## config.mk

```make
export PLATFORM = sky130hd
export DESIGN_NAME = change_logger
export DESIGN_NICKNAME = d
export VERILOG_FILES = /design/src/rtl/vcd_pkg.sv /design/src/rtl/chg_fifo.sv /design/src/rtl/change_logger.sv
export SDC_FILE = /design/constraint.sdc
export NUM_CORES = 1
export LEC_CHECK = 0
export ABC_AREA = 1
export CELL_PAD_IN_SITES_DETAIL_PLACEMENT = 1
export CELL_PAD_IN_SITES_GLOBAL_PLACEMENT = 2
export CORE_MARGIN = 4
export CORE_UTILIZATION = 36
export CTS_CLUSTER_DIAMETER = 100
export DETAILED_ROUTE_END_ITERATION = 10
export GPL_ROUTABILITY_DRIVEN = 0
export MAX_ROUTING_LAYER = met4
export PLACE_DENSITY = 0.82
export SLEW_MARGIN = 5
export SYNTH_ARGS = -nofsm -noshare
export SYNTH_HDL_FRONTEND = slang
export SYNTH_HIERARCHICAL = 1
export SYNTH_SLANG_ARGS = --single-unit
```

## constraint.sdc

```tcl
create_clock -name clk -period 3 [get_ports clk]
set_input_delay 0.45 -clock clk [delete_from_list [all_inputs] [get_ports clk]]
set_output_delay 0.45 -clock clk [all_outputs]
set_load 0.02 [all_outputs]
```

## src/rtl/vcd_pkg.sv

```systemverilog
// Shared widths and entry layout for the value-change capture path.
// An entry is {ts, val}: val in the low bits, ts directly above it.
package vcd_pkg;

  localparam int DATA_W  = 8;
  localparam int TS_W    = 16;
  localparam int ENTRY_W = TS_W + DATA_W;

  localparam int VAL_LSB = 0;
  localparam int TS_LSB  = VAL_LSB + DATA_W;

endpackage

```

## src/rtl/chg_fifo.sv

```systemverilog
// Synchronous show-ahead FIFO: the head entry is driven combinationally from
// storage at rd_ptr, and rdata reads as zero while the FIFO is empty.
module chg_fifo #(
  parameter int DEPTH   = 8,
  parameter int ENTRY_W = vcd_pkg::ENTRY_W
) (
  input  logic                     clk,
  input  logic                     reset,
  input  logic                     push,
  input  logic [ENTRY_W-1:0]       wdata,
  input  logic                     pop,
  output logic [ENTRY_W-1:0]       rdata,
  output logic                     full,
  output logic                     empty,
  output logic [$clog2(DEPTH):0]   level
);

  localparam int AW = $clog2(DEPTH);

  logic [ENTRY_W-1:0] mem [DEPTH];
  logic [AW:0]        wr_ptr;
  logic [AW:0]        rd_ptr;
  logic               do_push;
  logic               do_pop;

  // Pointers carry one extra wrap bit so full and empty are distinguishable.
  assign empty = (wr_ptr == rd_ptr);
  assign full  = (wr_ptr[AW] != rd_ptr[AW]) && (wr_ptr[AW-1:0] == rd_ptr[AW-1:0]);
  assign level = wr_ptr - rd_ptr;

  assign do_pop  = pop & ~empty;
  assign do_push = push & (~full | do_pop);

  // NOTE: sequential state uses non-blocking assignments so every register
  // samples pre-edge values, and the async reset sits in the sensitivity list.
  always_ff @(posedge clk or negedge reset) begin
    if (!reset) begin
      wr_ptr <= '0;
      rd_ptr <= '0;
    end else begin
      if (do_push) wr_ptr <= wr_ptr + 1'b1;
      if (do_pop)  rd_ptr <= rd_ptr + 1'b1;
    end
  end

  // NOTE: storage is deliberately not reset; the pointers alone define which
  // entries are valid, so the array can map onto plain RAM.
  always_ff @(posedge clk) begin
    if (do_push) mem[wr_ptr[AW-1:0]] <= wdata;
  end

  assign rdata = empty ? '0 : mem[rd_ptr[AW-1:0]];

endmodule

```

## src/rtl/change_logger.sv

```systemverilog
// Logs every change of data_in as a {timestamp, value} record into a FIFO
// drained over rd_valid/rd_ready. Define CHANGE_LOGGER_DROP_CNT_EN for drop_cnt.
module change_logger #(
  parameter int DATA_W = vcd_pkg::DATA_W,
  parameter int TS_W   = vcd_pkg::TS_W,
  parameter int DEPTH  = 8,
  parameter int ADDR_W = 3
) (
  input  logic              clk,
  input  logic              reset,
  input  logic [DATA_W-1:0] data_in,
  input  logic              rd_ready,
  output logic              rd_valid,
  output logic [TS_W-1:0]   rd_ts,
  output logic [DATA_W-1:0] rd_val,
  output logic [ADDR_W:0]   level,
`ifdef CHANGE_LOGGER_DROP_CNT_EN
  output logic [7:0]        drop_cnt,
`endif
  output logic              overflow
);

  localparam int FIFO_W = TS_W + DATA_W;
  localparam int TS_POS = vcd_pkg::VAL_LSB + DATA_W;

  logic [TS_W-1:0]   ts;
  logic [DATA_W-1:0] prev;
  logic              first;
  logic              evt;
  logic              pop;
  logic              drop;
  logic              full;
  logic              empty;
  logic [FIFO_W-1:0] rdata;

  // The first edge after reset always logs, like a VCD initial dump.
  assign evt  = first | (data_in != prev);
  assign pop  = rd_ready & rd_valid;
  assign drop = evt & full & ~pop;

  always_ff @(posedge clk or negedge reset) begin
    if (!reset) begin
      ts    <= '0;
      prev  <= '0;
      first <= 1'b1;
    end else begin
      ts    <= ts + 1'b1;
      prev  <= data_in;
      first <= 1'b0;
    end
  end

`ifdef CHANGE_LOGGER_DROP_CNT_EN
  always_ff @(posedge clk or negedge reset) begin
    if (!reset) begin
      drop_cnt <= '0;
    end else if (drop && drop_cnt != 8'hFF) begin
      drop_cnt <= drop_cnt + 8'd1;
    end
  end

  // drop_cnt saturates instead of wrapping, so this stays sticky.
  assign overflow = (drop_cnt != 8'h00);
`else
  logic ovf_q;

  always_ff @(posedge clk or negedge reset) begin
    if (!reset) begin
      ovf_q <= 1'b0;
    end else if (drop) begin
      ovf_q <= 1'b1;
    end
  end

  assign overflow = ovf_q;
`endif

  chg_fifo #(
    .DEPTH   (DEPTH),
    .ENTRY_W (FIFO_W)
  ) u_fifo (
    .clk   (clk),
    .reset (reset),
    .push  (evt),
    .wdata ({ts, data_in}),
    .pop   (rd_ready),
    .rdata (rdata),
    .full  (full),
    .empty (empty),
    .level (level)
  );

  assign rd_valid = ~empty;
  assign rd_ts    = rdata[TS_POS +: TS_W];
  assign rd_val   = rdata[vcd_pkg::VAL_LSB +: DATA_W];

endmodule

```

* After elaboration in Yosys (flattened, before gate mapping)
Memories as Yosys holds them, arrays and structs flattened. Cells that the tools add are included.
Cells by class: add/subtract/negate cells 4, equality and inequality tests 4, mux-type cells 3, bitwise logic cells 9, reductions and logical operators 1
Operators with widths (number):
- $mux 24 | 1
- $add 16x1->16 const B | 1
- $add 4x1->4 const B | 2
- $ne 8x8->1 | 1
- $and 1x1->1 | 4
- $eq 4x4->1 | 1
- $sub 4x4->4 | 1
- $eq 3x3->1 | 1
- $not 1->1 | 3
- $mux 1 | 2
- $or 1x1->1 | 2
- $logic_and 1x1->1 | 1
- $ne 1x1->1 | 1
Storage, ports and cells: flip-flop bits (word level) 34, bits in writable memories 192, output and inout port bits 30, logic and storage cells 28, memories kept 1
Memory list:
- u_fifo.mem | words 8, width 24, rd ports 1, clocked after memory_dff 0, wr ports 1, RTL line chg_fifo.sv:20 | logic [ENTRY_W-1:0] mem [DEPTH];

* Longest topological paths before layout
Gate-level depths: netlist (run 1).
word-level depth 7, depth in mapped cells 10, depth with buffers taken out 10

* By module
The synthesis (run 1) kept the hierarchy.
By module, submodules not included:
- chg_fifo | instances 1, cells each 924, area an instance 9018.6 um^2, seq. area each 5965.7 um^2
- change_logger | instances 1, cells each 116, area an instance 1148.6 um^2, seq. area each 651.9 um^2

* Worst setup path before layout (run 1)
OpenSTA, ideal clock, no wires.
path type register to register, start point reg u_fifo.rd_ptr[2], end point mem u_fifo/mem[2][0] (netlist name) (enable), library setup time 0.405 ns, arrival time 2.714 ns, path slack -0.119 ns, stages on the path, launching flop included 9, buffers on the path 2, cell sequence dfrtp_1 > clkbuf_1 > clkbuf_1 > inv_1 > ha_1 > nand3_1 > nand3b_1 > nand3_1 > nor2_1
On the way: cells in the longest elaborated chain, start to end 7, elaborated cells on any way between the ends 10, those cells by class 2 x eq/ne; 2 x mux; 5 x bitwise; 1 x reduce/logical
RTL lines:
- start: declaration | RTL line chg_fifo.sv:22 | logic [AW:0] rd_ptr;
- start signal: assignment | RTL line chg_fifo.sv:42 | if (do_pop) rd_ptr <= rd_ptr + 1'b1;
- $eq 4x4->1 / $eq 3x3->1 (equally long branches) | RTL line chg_fifo.sv:27, chg_fifo.sv:28
- $not 1->1 / $logic_and 1x1->1 (equally long branches) | RTL line chg_fifo.sv:31, chg_fifo.sv:28
- $and 1x1->1 / $not 1->1 (equally long branches) | RTL line chg_fifo.sv:31, chg_fifo.sv:32
- $or 1x1->1 * | RTL line chg_fifo.sv:32 | assign do_push = push & (~full | do_pop);
- $and 1x1->1 * | RTL line chg_fifo.sv:32
- $mux 1 * | RTL line chg_fifo.sv:49 | if (do_push) mem[wr_ptr[AW-1:0]] <= wdata;
- $mux 1 (not written as such) * | RTL line chg_fifo.sv:49
- end: declaration | RTL line chg_fifo.sv:20
Mark *: on every way between the ends. The rest lies on a longest branch, timed or not.

* Worst setup path in the final report (run 1)
start point reg u_fifo.wr_ptr[0], end point out level[1]
On the way: cells in the longest elaborated chain, start to end 1
RTL lines:
- start: declaration | RTL line chg_fifo.sv:21 | logic [AW:0] wr_ptr;
- start signal: assignment | RTL line chg_fifo.sv:41 | if (do_push) wr_ptr <= wr_ptr + 1'b1;
- $sub 4x4->4 | RTL line chg_fifo.sv:29 | assign level = wr_ptr - rd_ptr;
- end: declaration | RTL line change_logger.sv:16 | output logic [ADDR_W:0] level,
Every way passes these cells.

==> results of run 1 <==
worst max path at each step:
stage	to	depth (start not counted)
2_1_floorplan	u_fifo/mem[2][0]$_DFFE_PP_	8
3_3_place_gp	u_fifo/mem[2][15]$_DFFE_PP_	10
3_5_place_dp	u_fifo/mem[2][15]$_DFFE_PP_	10
4_1_cts	level[2]	5
5_1_grt	rd_val[4]	9
6_report	level[1]	5
metrics by stage:
step / hold slack, ns / total power [mW]
floorplan: 0.154 / 7.84
global placement: 0.458 / 10.1
detailed placement: 0.467 / 10.2
CTS: 0.113 / 12.8
global route: 0.147 / 13.4
finish: 0.0723 / 12.5
power by group through the flow:
stage	combinational, mW	clock (mW)	sequential (mW)
global route	6.02	2.96	4.45
floorplan	3.43	0	4.41
detailed placement	5.77	0	4.47
global placement	5.71	0	4.43
CTS	5.53	2.82	4.41
finish	5.38	2.75	4.40
kinds of logic after synthesis:
family / Yosys count
simple gates: 514
buf+inv: 267
flops: 226
xor+xnor: 20
fa+ha+maj: 7
compound gates: 5
other cells: 1
cell usage after synthesis:
| cell | count |
|---|---|
| buf_4 | 3 |
| edfxtp_1 | 192 |
| conb_1 | 1 |
| inv_1 | 221 |
| a21oi_1 | 2 |
| xnor2_1 | 6 |
| nand2_2 | 4 |
| buf_2 | 21 |
| nor2_2 | 3 |
| buf_6 | 5 |
| a21boi_0 | 1 |
| o21ai_0 | 2 |
| nor2_1 | 65 |
| ha_1 | 6 |
| fa_1 | 1 |
| dfstp_2 | 1 |
| clkbuf_1 | 10 |
| nor2_4 | 3 |
| nand3_1 | 134 |
| xor2_1 | 14 |
| nand2_1 | 299 |
| buf_1 | 3 |
| nor3b_1 | 1 |
| nand3_2 | 1 |
| nand3b_1 | 2 |
| inv_2 | 4 |
| dfrtp_1 | 33 |
| nand3_4 | 1 |
| nand4_1 | 1 |
flip-flops by register name (all words and copies together) (netlist names):
signal         count
overflow           1
first              1
prev               8
u_fifo/mem       192
u_fifo/wr_ptr      4
ts                16
u_fifo/rd_ptr      4
final cells by class:
type                    instances  share of cell area, %
flip-flops and latches        226                   55.7
clock inverters                13                  0.547
inverters                     225                   7.10
repair buffers                 74                   6.07
multi-input cells             547                   21.0
clock buffers                  31                   5.62
well taps                     378                   3.98
critical path, delay by kind of cell, from the launching register on:
| family | cells | cell delay, ns |
|---|---|---|
| adder cells (fa/ha/maj) | 2 | 0.71 |
| buffers and inverters | 3 | 0.77 |
| flip-flops | 1 | 0.43 |
repair_timing:
| item | in CTS | in global routing |
|---|---|---|
| resized for setup | 26 | 4 |
| setup endpoints to repair | 25 | 3 |
| endpoints found under the hold margin | 0 | 0 |
routing by layer:
| layer | up-vias | part of all wire [%] | track usage [%] |
|---|---|---|---|
| met5 | - | 0 | - |
| met4 | 0 | 1.6 | 3.15 |
| met3 | 30 | 3.8 | 1.63 |
| met2 | 94 | 50 | 28.1 |
| met1 | 3389 | 45 | 21.7 |
| li1 | 3343 | - | - |
cells in the final DEF, fill, tap and decap left out, types with 2 or more instances in the layout:
cell type,n
xor2_1,14
dlymetal6s2s_1,2
dfrtp_1,28
buf_4,26
nand3_1,134
nor2_2,11
xnor2_1,6
inv_1,221
o21ai_0,2
edfxtp_1,192
ha_1,6
clkbuf_16,25
nand2_1,299
dfrtp_2,5
a21oi_1,2
nand2_2,4
inv_2,4
clkinv_2,7
clkbuf_1,4
clkdlybuf4s50_1,13
buf_12,8
nand3b_1,2
dlygate4sd2_1,23
clkbuf_8,2
nor2_1,57
clkinvlp_4,2
nor2_4,3
clkinv_1,4
==> results.ini, run 1 <==
[timing]
period_share_pct=95.5
grt_setup_unrepaired=no
min_period_ns=2.86
finalMaxSlewViolations=0
slew_headroom_pct=40.8
fin_worst_skew_ns=0.00975
setup_violations=0
setup_tns_ns=0
fmax_mhz=349
hold_viol=0
setup_ws_ns=0.135
tightestPinTransition_ns=0.888

[setup_path]
cp-startpoint=u_fifo/wr_ptr[0]$_DFFE_PN0P_
path_max_fanout=8
critical_path.max_stage_delay_ns=0.60
worstPathRequired_ns=2.55
timing.reg2reg.worst_path_depth=7
rrSetupSlack_ns=0.73
path_cells=inv_1 -> ha_1 -> fa_1 -> inv_1 -> clkdlybuf4s50_1
critPathArrivalTime_ns=2.41
rr_startpoint=u_fifo/wr_ptr[0]$_DFFE_PN0P_
end_kind=output port
start_kind=register
crit_top_cell=inv_1
worstSetupPathType=register to output port
r2r-end=u_fifo/mem[2][16]$_DFFE_PP_
worst_path_max_delay_cell=clkdlybuf4s50_1

[yosys]
yosysSeqAreaShare_pct=65.1
synthAdderAreaFrac_pct=0.935
synth_top_area_cell=edfxtp_1
synthMuxAreaShare_pct=0
syn_inst=1040
synth_top_family_by_area=simple AND/OR/NAND/NOR gates
synth_xor_area_share_pct=1.72
synth_warnings=6
synth_area_leaders=edfxtp_1 (57%), nand2_1 (11%), inv_1 (8.2%)
syn-num-nets=1058
synth_compound_area_share_pct=0.271
post_synth.cell_area_avg_um2=9.78
ys_ff_latch=226
synth-simple-area-share_pct=21.4
syn_area_um2=10200
synth_cell_types=29
synth_top_area_share_pct=56.7

[cts]
htreeDepth=1
cts_tree=built
root_buffer=clkbuf_16
path_clk_slew_ns=0.07
cts_sinks=226
clock_latency_ns=0.51
hold_buffers=0
cts_buffers=24
cts.path.max_buffers=3
post_cts_buffers=0

[run_status]
status=finished, final reports clean

[global_route]
antenna_found_initial=0
track_usage_pct=16.5
grt_pass1_vias=7224
grt_pass1_wl_um=39100
overflow=0
grt_max_degree=54

[place]
dpl.hpwl_um=15100
dpl_worst_slack_ns=0.253
io_buffers=40
placed_cells=1450
dpl_cell_area_um2=11200

[cells_and_area]
multiInputGateArea_um2=2490
nets=1116
seqCellArea_um2=6620
instances_no_fill=1494
n_fill_cell=3094
layout-drive-gt1-share_pct=9.14
antennaDiodeCount=0
final_core_util_pct=42.7
area_delta_synth_final_pct=16.9
design_area_um2=11900

[power_and_ir_drop]
power_frac_clock_pct=21.9
p_sw_share_pct=39.9
p_int_mw=7.53
power.density_nw_per_um2=1050
comb_power_share_pct=42.9
switchingPower_mw=5.00
seq_power_share_pct=35.1
vdd_ir_drop_max_v=0.000591
leakage_nw=5.48

[detailed_routing]
post_drt_wl_per_cell_um=16.4
dr.first_iter.drc_count=477
drc=0
route.vias.total=6856
antenna_left=0
via_per_inst=4.59
dr.pass1.iters=5
drt-total-wl_um=24500

[floorplanning]
core_area_um2=27900
fp.dieArea_um2=31000
initial_core_util_pct=36.5
io_pins=41
rows=61
die_x_um=176
die_h_um=176

[min_path]
min_path_type=input pin to asynchronous set/reset pin

[run]
maxCapViolCount=0

Power figures use the tool's default switching activity.
==> inputs of run 2 (changes only) <==
--- a/config.mk
+++ b/config.mk
@@ -15,6 +15,7 @@
 export GPL_ROUTABILITY_DRIVEN = 0
 export MAX_ROUTING_LAYER = met4
 export PLACE_DENSITY = 0.82
+export RECOVER_POWER = 25
 export SLEW_MARGIN = 5
 export SYNTH_ARGS = -nofsm -noshare
 export SYNTH_HDL_FRONTEND = slang
==> run 2 against run 1 <==
  * The run now ends with capacitance limit, slew limit left
  * Sequential share of layout area grew 0.094 points
  * Non-clock buffer count is the same
  * Flip-flop and latch count is the same
  * First-iteration DRC count grew 0.84%
  * Clock skew is essentially flat
  * Register-to-register slack is essentially flat
  * Via count shrank 0.70%
  * Fmax grew 0.11%
  * Sequential power is essentially flat
  * Die area is the same
  * Count of clock-buffer cells in the layout is the same
  * Final cell count is the same
==> results.ini, run 2 (synthesized netlist as in run 1, its figures left out) <==
[timing]
whs_ns=0.485
setup_ws_ns=0.138
finalMaxSlewViolations=35
slew_headroom_pct=-45.2
tightestPinTransition_ns=2.18
grt_setup_unrepaired=no
fmax_mhz=349
period_share_pct=95.4
hold_viol=0
fin_worst_skew_ns=0.00970
setup_violations=0
min_period_ns=2.86

[cts]
path_clk_slew_ns=0.06
clock_latency_ns=0.51
cts.path.max_buffers=3
post_cts_buffers=0
cts_tree=built
cts_buffers=24
root_buffer=clkbuf_16
htreeDepth=1
cts_sinks=226

[floorplanning]
io_pins=41
fp.dieArea_um2=31000
core_area_um2=27900
die_h_um=176
die_x_um=176
initial_core_util_pct=36.5
rows=61

[setup_path]
worstSetupPathType=register to output port
critPathArrivalTime_ns=2.41
start_kind=register
r2r-end=u_fifo/mem[2][16]$_DFFE_PP_
cp-startpoint=u_fifo/wr_ptr[0]$_DFFE_PN0P_
rrSetupSlack_ns=0.72
end_kind=output port
timing.reg2reg.worst_path_depth=7
crit_path_end=level[1]
rr_startpoint=u_fifo/wr_ptr[0]$_DFFE_PN0P_
worstPathRequired_ns=2.55
path_max_fanout=8

[power_and_ir_drop]
leakage_nw=5.46
switchingPower_mw=4.99
comb_power_share_pct=42.9
power_frac_clock_pct=21.9
p_sw_share_pct=39.9
power.density_nw_per_um2=1050
total_power_mw=12.5
p_int_mw=7.53
seq_power_share_pct=35.1
vdd_ir_drop_max_v=0.000591

[cells_and_area]
n_fill_cell=3094
antennaDiodeCount=0
final_cell_mix=nand2_1 (299), inv_1 (221), edfxtp_1 (192), nand3_1 (134), nor2_1 (57)
largest_register_ffs=192
layout-drive-gt1-share_pct=8.60
design_area_um2=11900
area_delta_synth_final_pct=16.7
nets=1116
layout_commonest_cell=nand2_1

[place]
io_buffers=40
dpl_cell_area_um2=11200
dpl_worst_slack_ns=0.253
dpl.hpwl_um=15100

[global_route]
grt_pass1_vias=7224
grt_max_degree=54
antenna_found_initial=0
track_usage_pct=16.5
grt_pass1_wl_um=39100
overflow=0

[detailed_routing]
route.vias.total=6808
dr.pass1.iters=4
drc=0
via_per_inst=4.56
dr.first_iter.drc_count=481
antenna_left=0
drt-total-wl_um=24600
post_drt_wl_per_cell_um=16.4

[run_status]
status=finished, violations left
violations=capacitance limit, slew limit

[min_path]
min_path_type=register to register

[run]
maxCapViolCount=1

run 2: worst min path at each step:
stage,from,to,slack (ns),cells after the start
after floorplan,reset,overflow$_DFFE_PN0P_,0.15,0
after global placement,overflow$_DFFE_PN0P_,overflow$_DFFE_PN0P_,0.46,2
after CTS,reset,prev[4]$_DFF_PN0_,0.11,1
after global routing,overflow$_DFFE_PN0P_,overflow$_DFFE_PN0P_,0.52,2
after detailed placement,overflow$_DFFE_PN0P_,overflow$_DFFE_PN0P_,0.47,2
final,overflow$_DFFE_PN0P_,overflow$_DFFE_PN0P_,0.49,2
run 2: stage by stage:
stage	instances	setup TNS (ns)	util [%]
after floorplan	1040	-16.75	-
after global placement	1450	0	40.1
after detailed placement	1450	0	40.1
after CTS	1494	0	42.7
after global routing	1494	0	42.6
final	1494	0	42.6
run 2: timing repair:
item,4_1_cts,5_1_grt
hold buffers,0,0
endpoints found under the setup margin,25,3
gates resized for setup,26,4
run 2: power groups by stage:
stage	clock network (mW)	logic, mW	registers [mW]
floorplan	0	3.43	4.41
global placement	0	5.71	4.43
detailed placement	0	5.77	4.47
CTS	2.82	5.53	4.41
global route	2.96	6.01	4.45
finish	2.75	5.37	4.40
run 2: final cells by class:
| type | instances | area, um^2 | area share, % |
|---|---|---|---|
| Sequential cell | 226 | 6620 | 55.8 |
| Multi-Input combinational cell | 547 | 2490 | 21.0 |
| Inverter | 225 | 845 | 7.12 |
| Timing Repair Buffer | 74 | 702 | 5.91 |
| Clock buffer | 31 | 668 | 5.63 |
| Tap cell | 378 | 473 | 3.98 |
| Clock inverter | 13 | 65.1 | 0.548 |
run 2: critical path: stages, from the launching register on:
cell             delay, ns
dfrtp_2               0.43
inv_1                 0.09
ha_1                  0.23
fa_1                  0.48
inv_1                 0.08
clkdlybuf4s50_1       0.60
run 2: layer usage:
metal	GRT usage (%)	up-vias	wire length, um
li1	-	3342	-
met1	21.7	3348	11000
met2	28.1	89	12200
met3	1.63	29	906
met4	3.15	0	377
met5	-	-	0
